--- src/rtl/elm_hidden_loop_seq.sv ---
// elm_hidden_loop_seq: ELM hidden-layer loop controller; start -> first en_P in 2 cycles.
// Per neuron: clear MAC + sample counter, stream samples until P_stop, drain the MAC
// pipeline, then commit the result. Repeats for NUM_HIDDEN neurons, then pulses done.
// Ports: clk/rst (sync, active-high); start, hold, abort, P_stop in;
//        en_P, rst_P, mac_clr, mac_en, acc_wr, h_index, busy, done out.
// Backpressure: hold freezes sample streaming (en_P/mac_en low) while in RUN only.
module elm_hidden_loop_seq #(
  parameter int NUM_HIDDEN = 16,
  parameter int H_W        = 8,
  parameter int MAC_LAT    = 3
) (
  input  logic           clk,
  input  logic           rst,
  input  logic           start,
  input  logic           hold,
  input  logic           abort,
  input  logic           P_stop,
  output logic           en_P,
  output logic           rst_P,
  output logic           mac_clr,
  output logic           mac_en,
  output logic           acc_wr,
  output logic [H_W-1:0] h_index,
  output logic           busy,
  output logic           done
);

  typedef enum logic [2:0] {
    S_IDLE, S_CLR, S_RUN, S_DRAIN, S_WRITE, S_DONE
  } state_t;

  localparam logic [H_W-1:0] H_LAST = H_W'(NUM_HIDDEN - 1);
  localparam logic [3:0]     LAT    = 4'(MAC_LAT);

  state_t         state, state_nxt;
  logic [H_W-1:0] h_nxt;
  logic [3:0]     drain_cnt, drain_nxt;
  // Registered one-shot that resets the sample counter in the IDLE cycle
  // following an abort, keeping rst_P free of any combinational abort path.
  logic           abort_rst, abort_rst_nxt;

  always_ff @(posedge clk) begin
    if (rst) begin
      state     <= S_IDLE;
      h_index   <= '0;
      drain_cnt <= '0;
      abort_rst <= 1'b0;
    end else begin
      state     <= state_nxt;
      h_index   <= h_nxt;
      drain_cnt <= drain_nxt;
      abort_rst <= abort_rst_nxt;
    end
  end

  always_comb begin
    state_nxt     = state;
    h_nxt         = h_index;
    drain_nxt     = drain_cnt;
    abort_rst_nxt = 1'b0;
    if (abort && state != S_IDLE) begin
      state_nxt     = S_IDLE;
      h_nxt         = '0;
      drain_nxt     = '0;
      abort_rst_nxt = 1'b1;
    end else begin
      case (state)
        S_IDLE: begin
          if (start) begin
            state_nxt = S_CLR;
            h_nxt     = '0;
          end
        end
        S_CLR: state_nxt = S_RUN;
        S_RUN: begin
          // P_stop only counts when the sample is actually consumed.
          if (!hold && P_stop) begin
            state_nxt = S_DRAIN;
            drain_nxt = LAT;
          end
        end
        S_DRAIN: begin
          // Loaded with MAC_LAT; leaving at <=1 gives max(MAC_LAT,1) cycles.
          if (drain_cnt <= 4'd1) begin
            state_nxt = S_WRITE;
            drain_nxt = '0;
          end else begin
            drain_nxt = drain_cnt - 4'd1;
          end
        end
        S_WRITE: begin
          if (h_index == H_LAST) begin
            state_nxt = S_DONE;
          end else begin
            state_nxt = S_CLR;
            h_nxt     = h_index + 1'b1;
          end
        end
        S_DONE: begin
          state_nxt = S_IDLE;
          h_nxt     = '0;
        end
        default: begin
          state_nxt = S_IDLE;
          h_nxt     = '0;
        end
      endcase
    end
  end

  // Pure decodes of registered state (hold gates streaming directly).
  always_comb begin
    en_P    = (state == S_RUN) && !hold;
    mac_en  = (state == S_RUN) && !hold;
    rst_P   = (state == S_CLR) || abort_rst;
    mac_clr = (state == S_CLR);
    acc_wr  = (state == S_WRITE);
    busy    = (state != S_IDLE);
    done    = (state == S_DONE);
  end

endmodule

--- config.mk ---
export PLATFORM = sky130hd
export DESIGN_NAME = elm_hidden_loop_seq
export DESIGN_NICKNAME = d
export VERILOG_FILES = /design/src/rtl/elm_hidden_loop_seq.sv
export SDC_FILE = /design/constraint.sdc
export NUM_CORES = 1
export LEC_CHECK = 0
export ABC_AREA = 1
export BUFFER_PORTS_ARGS = -buffer_cell sky130_fd_sc_hd__buf_4
export CORE_MARGIN = 2
export CORE_UTILIZATION = 30
export DETAILED_ROUTE_END_ITERATION = 8
export GPL_ROUTABILITY_DRIVEN = 0
export PLACE_DENSITY_LB_ADDON = 0.15
export SLEW_MARGIN = 20
export SYNTH_ARGS = -nofsm -noshare
export SYNTH_HDL_FRONTEND = slang
export SYNTH_SLANG_ARGS = --single-unit
--- constraint.sdc ---
create_clock -name clk -period 1.25 [get_ports clk]
set_input_delay 0.25 -clock clk [delete_from_list [all_inputs] [get_ports clk]]
set_output_delay 0.25 -clock clk [all_outputs]
set_load 0.1 [all_outputs]
==> insert_results.sql <==
INSERT INTO impl_metrics (metric_group, metric, value, unit) VALUES
('setup_path', 'cp-end-kind', 'output port', ''),
('clock_tree', 'clock_edge_transition_at_the_registers_on_the_reported_setup_and_hold_paths', '0.10', 'ns'),
('drt', 'met3_wirelength', '96', 'um'),
('floorplan', 'dieArea', '4080', 'um^2'),
('global_route', 'grt_max_degree', '10', ''),
('clock_tree', 'htreeDepth', '1', ''),
('floorplan', 'io_pins', '21', ''),
('layout', 'sequential_cell_area', '367', 'um^2'),
('drt', 'met1_length', '1.19', 'mm'),
('clock_tree', 'cts_buffers', '3', ''),
('drt', 'routed_wl', '3.04', 'mm'),
('sta', 'setup-violations-final', '17', ''),
('layout', 'non_filler_instance_count_after_layout', '241', ''),
('global_route', 'sum_of_overflow_across_all_layers_after_global_routing', '0', ''),
('place', 'detailed_place_hpwl', '1.93', 'mm'),
('synthesis', 'synth-seq-area-share', '0.298', ''),
('hold_path', 'min_path_type', 'in2reg', ''),
('status', 'violations_in_the_final_reports', 'setup timing', ''),
('drt', 'detailroute.via_count', '1132', ''),
('clock_tree', 'clockBufferDepth', '2', ''),
('setup_path', 'cp-start-kind', 'register', ''),
('floorplan', 'core_region_area', '3390', 'um^2'),
('layout', 'multi_input_comb_area', '840', 'um^2'),
('sta', 'relative_slew_slack', '0.768', ''),
('setup_path', 'cpPeakStageDelay', '0.40', 'ns'),
('sta', 'post-route-worst-setup-slack', '-0.332', 'ns'),
('pwr', 'worst_ir_drop_vdd', '0.855', 'mV'),
('sta', 'final.setup_skew', '0.00147', 'ns'),
('floorplan', 'die_h', '63.9', 'um'),
('pwr', 'p_per_area', '1520', 'nW/um^2'),
('sta', 'finalMaxSlewViolations', '0', ''),
('layout', 'mostFrequentLayoutCells', '21 x sky130_fd_sc_hd__buf_4, 20 x sky130_fd_sc_hd__nand2_1, 15 x sky130_fd_sc_hd__inv_1, 15 x sky130_fd_sc_hd__buf_6, 13 x sky130_fd_sc_hd__nor2_1', ''),
('sta', 'timing_worst_slew_pin_value', '0.348', 'ns'),
('floorplan', 'floorplan.die.width', '63.9', 'um'),
('sta', 'finalHoldViolations', '0', ''),
('drt', 'wire_per_inst', '12.6', 'um'),
('layout', 'insertedDiodeCount', '0', ''),
('drt', 'vias_per_cell', '4.70', ''),
('setup_path', 'critical_path_cell_with_the_highest_stage_delay', 'sky130_fd_sc_hd__dfxtp_4', ''),
('synthesis', 'yosysWarnings', '0', ''),
('synthesis', 'synth_largest_area_cell', 'sky130_fd_sc_hd__dfxtp_1', ''),
('synthesis', 'mappedNetlistArea', '1080', 'um^2'),
('clock_tree', 'cts_root_buf', 'sky130_fd_sc_hd__clkbuf_4', ''),
('drt', 'met2_length', '1.70', 'mm'),
('status', 'outcome', 'finished, violations left', ''),
('global_route', 'global_route.usage.total', '0.158', ''),
('layout', 'num-fill-cells', '292', ''),
('clock_tree', 'worst_skew_late_latency', '0.30', 'ns'),
('synthesis', 'synth_cell_type_count', '34', ''),
('sta', 'rsz0062_at_grt', 'yes', ''),
('drt', 'detail-route-antenna-nets', '0', ''),
('layout', 'mostFrequentLayoutCell', 'sky130_fd_sc_hd__buf_4', ''),
('clock_tree', 'tritoncts', 'yes', ''),
('drt', 'first_pass_drt_iterations', '4', ''),
('setup_path', 'critical_path.n_buffers_inverters', '3', ''),
('setup_path', 'worst_path_dominant_cell_family', 'flip-flops', ''),
('sta', 'post-route-min-period', '1.58', 'ns'),
('setup_path', 'critical_path_arrival', '1.33', 'ns'),
('sta', 'max_clock_freq', '632', 'MHz'),
('layout', 'final_net_count', '205', ''),
('synthesis', 'synthDominantCellAreaShare', '0.298', ''),
('drt', 'drt_iter0_drc', '21', ''),
('global_route', 'global_route_wire_length_before_repair', '5.00', 'mm'),
('global_route', 'vias_in_the_first_global_route', '1091', ''),
('layout', 'utilization', '0.575', ''),
('flow_run', 'timing.max_cap.violations', '0', ''),
('setup_path', 'critPathKind', 'reg2out', ''),
('sta', 'min_period_over_period', '1.27', ''),
('place', 'placedCellCount', '223', ''),
('sta', 'setup_tns', '-2.40', 'ns'),
('synthesis', 'synth_cells', '144', '');
-- synthesized netlist by cell type, drive strengths merged --
cell,instances
dfxtp,16
or2,3
nand4,5
nand2,36
buf,2
a31oi,1
a21oi,10
clkinv,1
nor2,18
xor2,2
inv,24
nand3b,2
o21bai,1
o211ai,1
o21ai,5
nor3,2
ha,3
a211oi,3
nand3,9
-- power by group --
group	switching (W)	internal (W)
Combinational	0.00113	0.000840
Sequential	0.0000737	0.000546
Clock	0.000190	0.000178
-- logic make-up after synthesis --
logic type / Yosys count / synth area share
flops: 16 / 0.298
xor+xnor: 2 / 0.0163
simple gates: 75 / 0.395
fa+ha+maj: 3 / 0.0349
buf+inv: 27 / 0.109
compound gates: 21 / 0.147
-- path summary, 6_finish.rpt --
kind              slack (ns)            to  cells past startpoint        from
hold reg to reg         0.51    h_index[6]                      2  h_index[6]
hold / removal           0.1     abort_rst                      2         rst
setup reg to reg       -0.13  drain_cnt[1]                      8    state[1]
setup / recovery       -0.33         rst_P                      5    state[1]
-- flip-flops by register name, summed over array words and instances (netlist names) --
signal and flops:
abort_rst 1, h_index 8, state 3, drain_cnt 4
-- cell type report --
| type | count | area share |
|---|---|---|
| multi-input combinational | 103 | 0.431 |
| inverter | 25 | 0.0603 |
| clock buffer | 4 | 0.0186 |
| sequential | 16 | 0.188 |
| timing repair buffer | 47 | 0.273 |
| tap | 46 | 0.0295 |
-- layer usage --
metal  GRT usage  vias to the layer above
met4      0.0489                        0
li1            -                      573
met5           0                        -
met3      0.0370                        7
met1       0.177                      533
met2       0.292                       19
-- repair_timing --
action / 4_1_cts / 5_1_grt
gates cloned: 2 / 0
gates resized for setup: 44 / 26
buffers inserted: 9 / 3
pin swaps: 16 / 12
setup endpoints to repair: 20 / 30
-- stage by stage --
step / instance area (um^2) / power [W] / setup WS, ns
2_1_floorplan: 1210 / 0.00166 / -0.473
3_3_place_gp: 1510 / 0.00202 / -0.0344
3_5_place_dp: 1510 / 0.00204 / -0.0505
4_1_cts: 1830 / 0.00286 / -0.318
5_1_grt: 1950 / 0.00311 / -0.382
6_report: 1950 / 0.00295 / -0.332
Note: power is estimated with default switching activity, not from simulation.
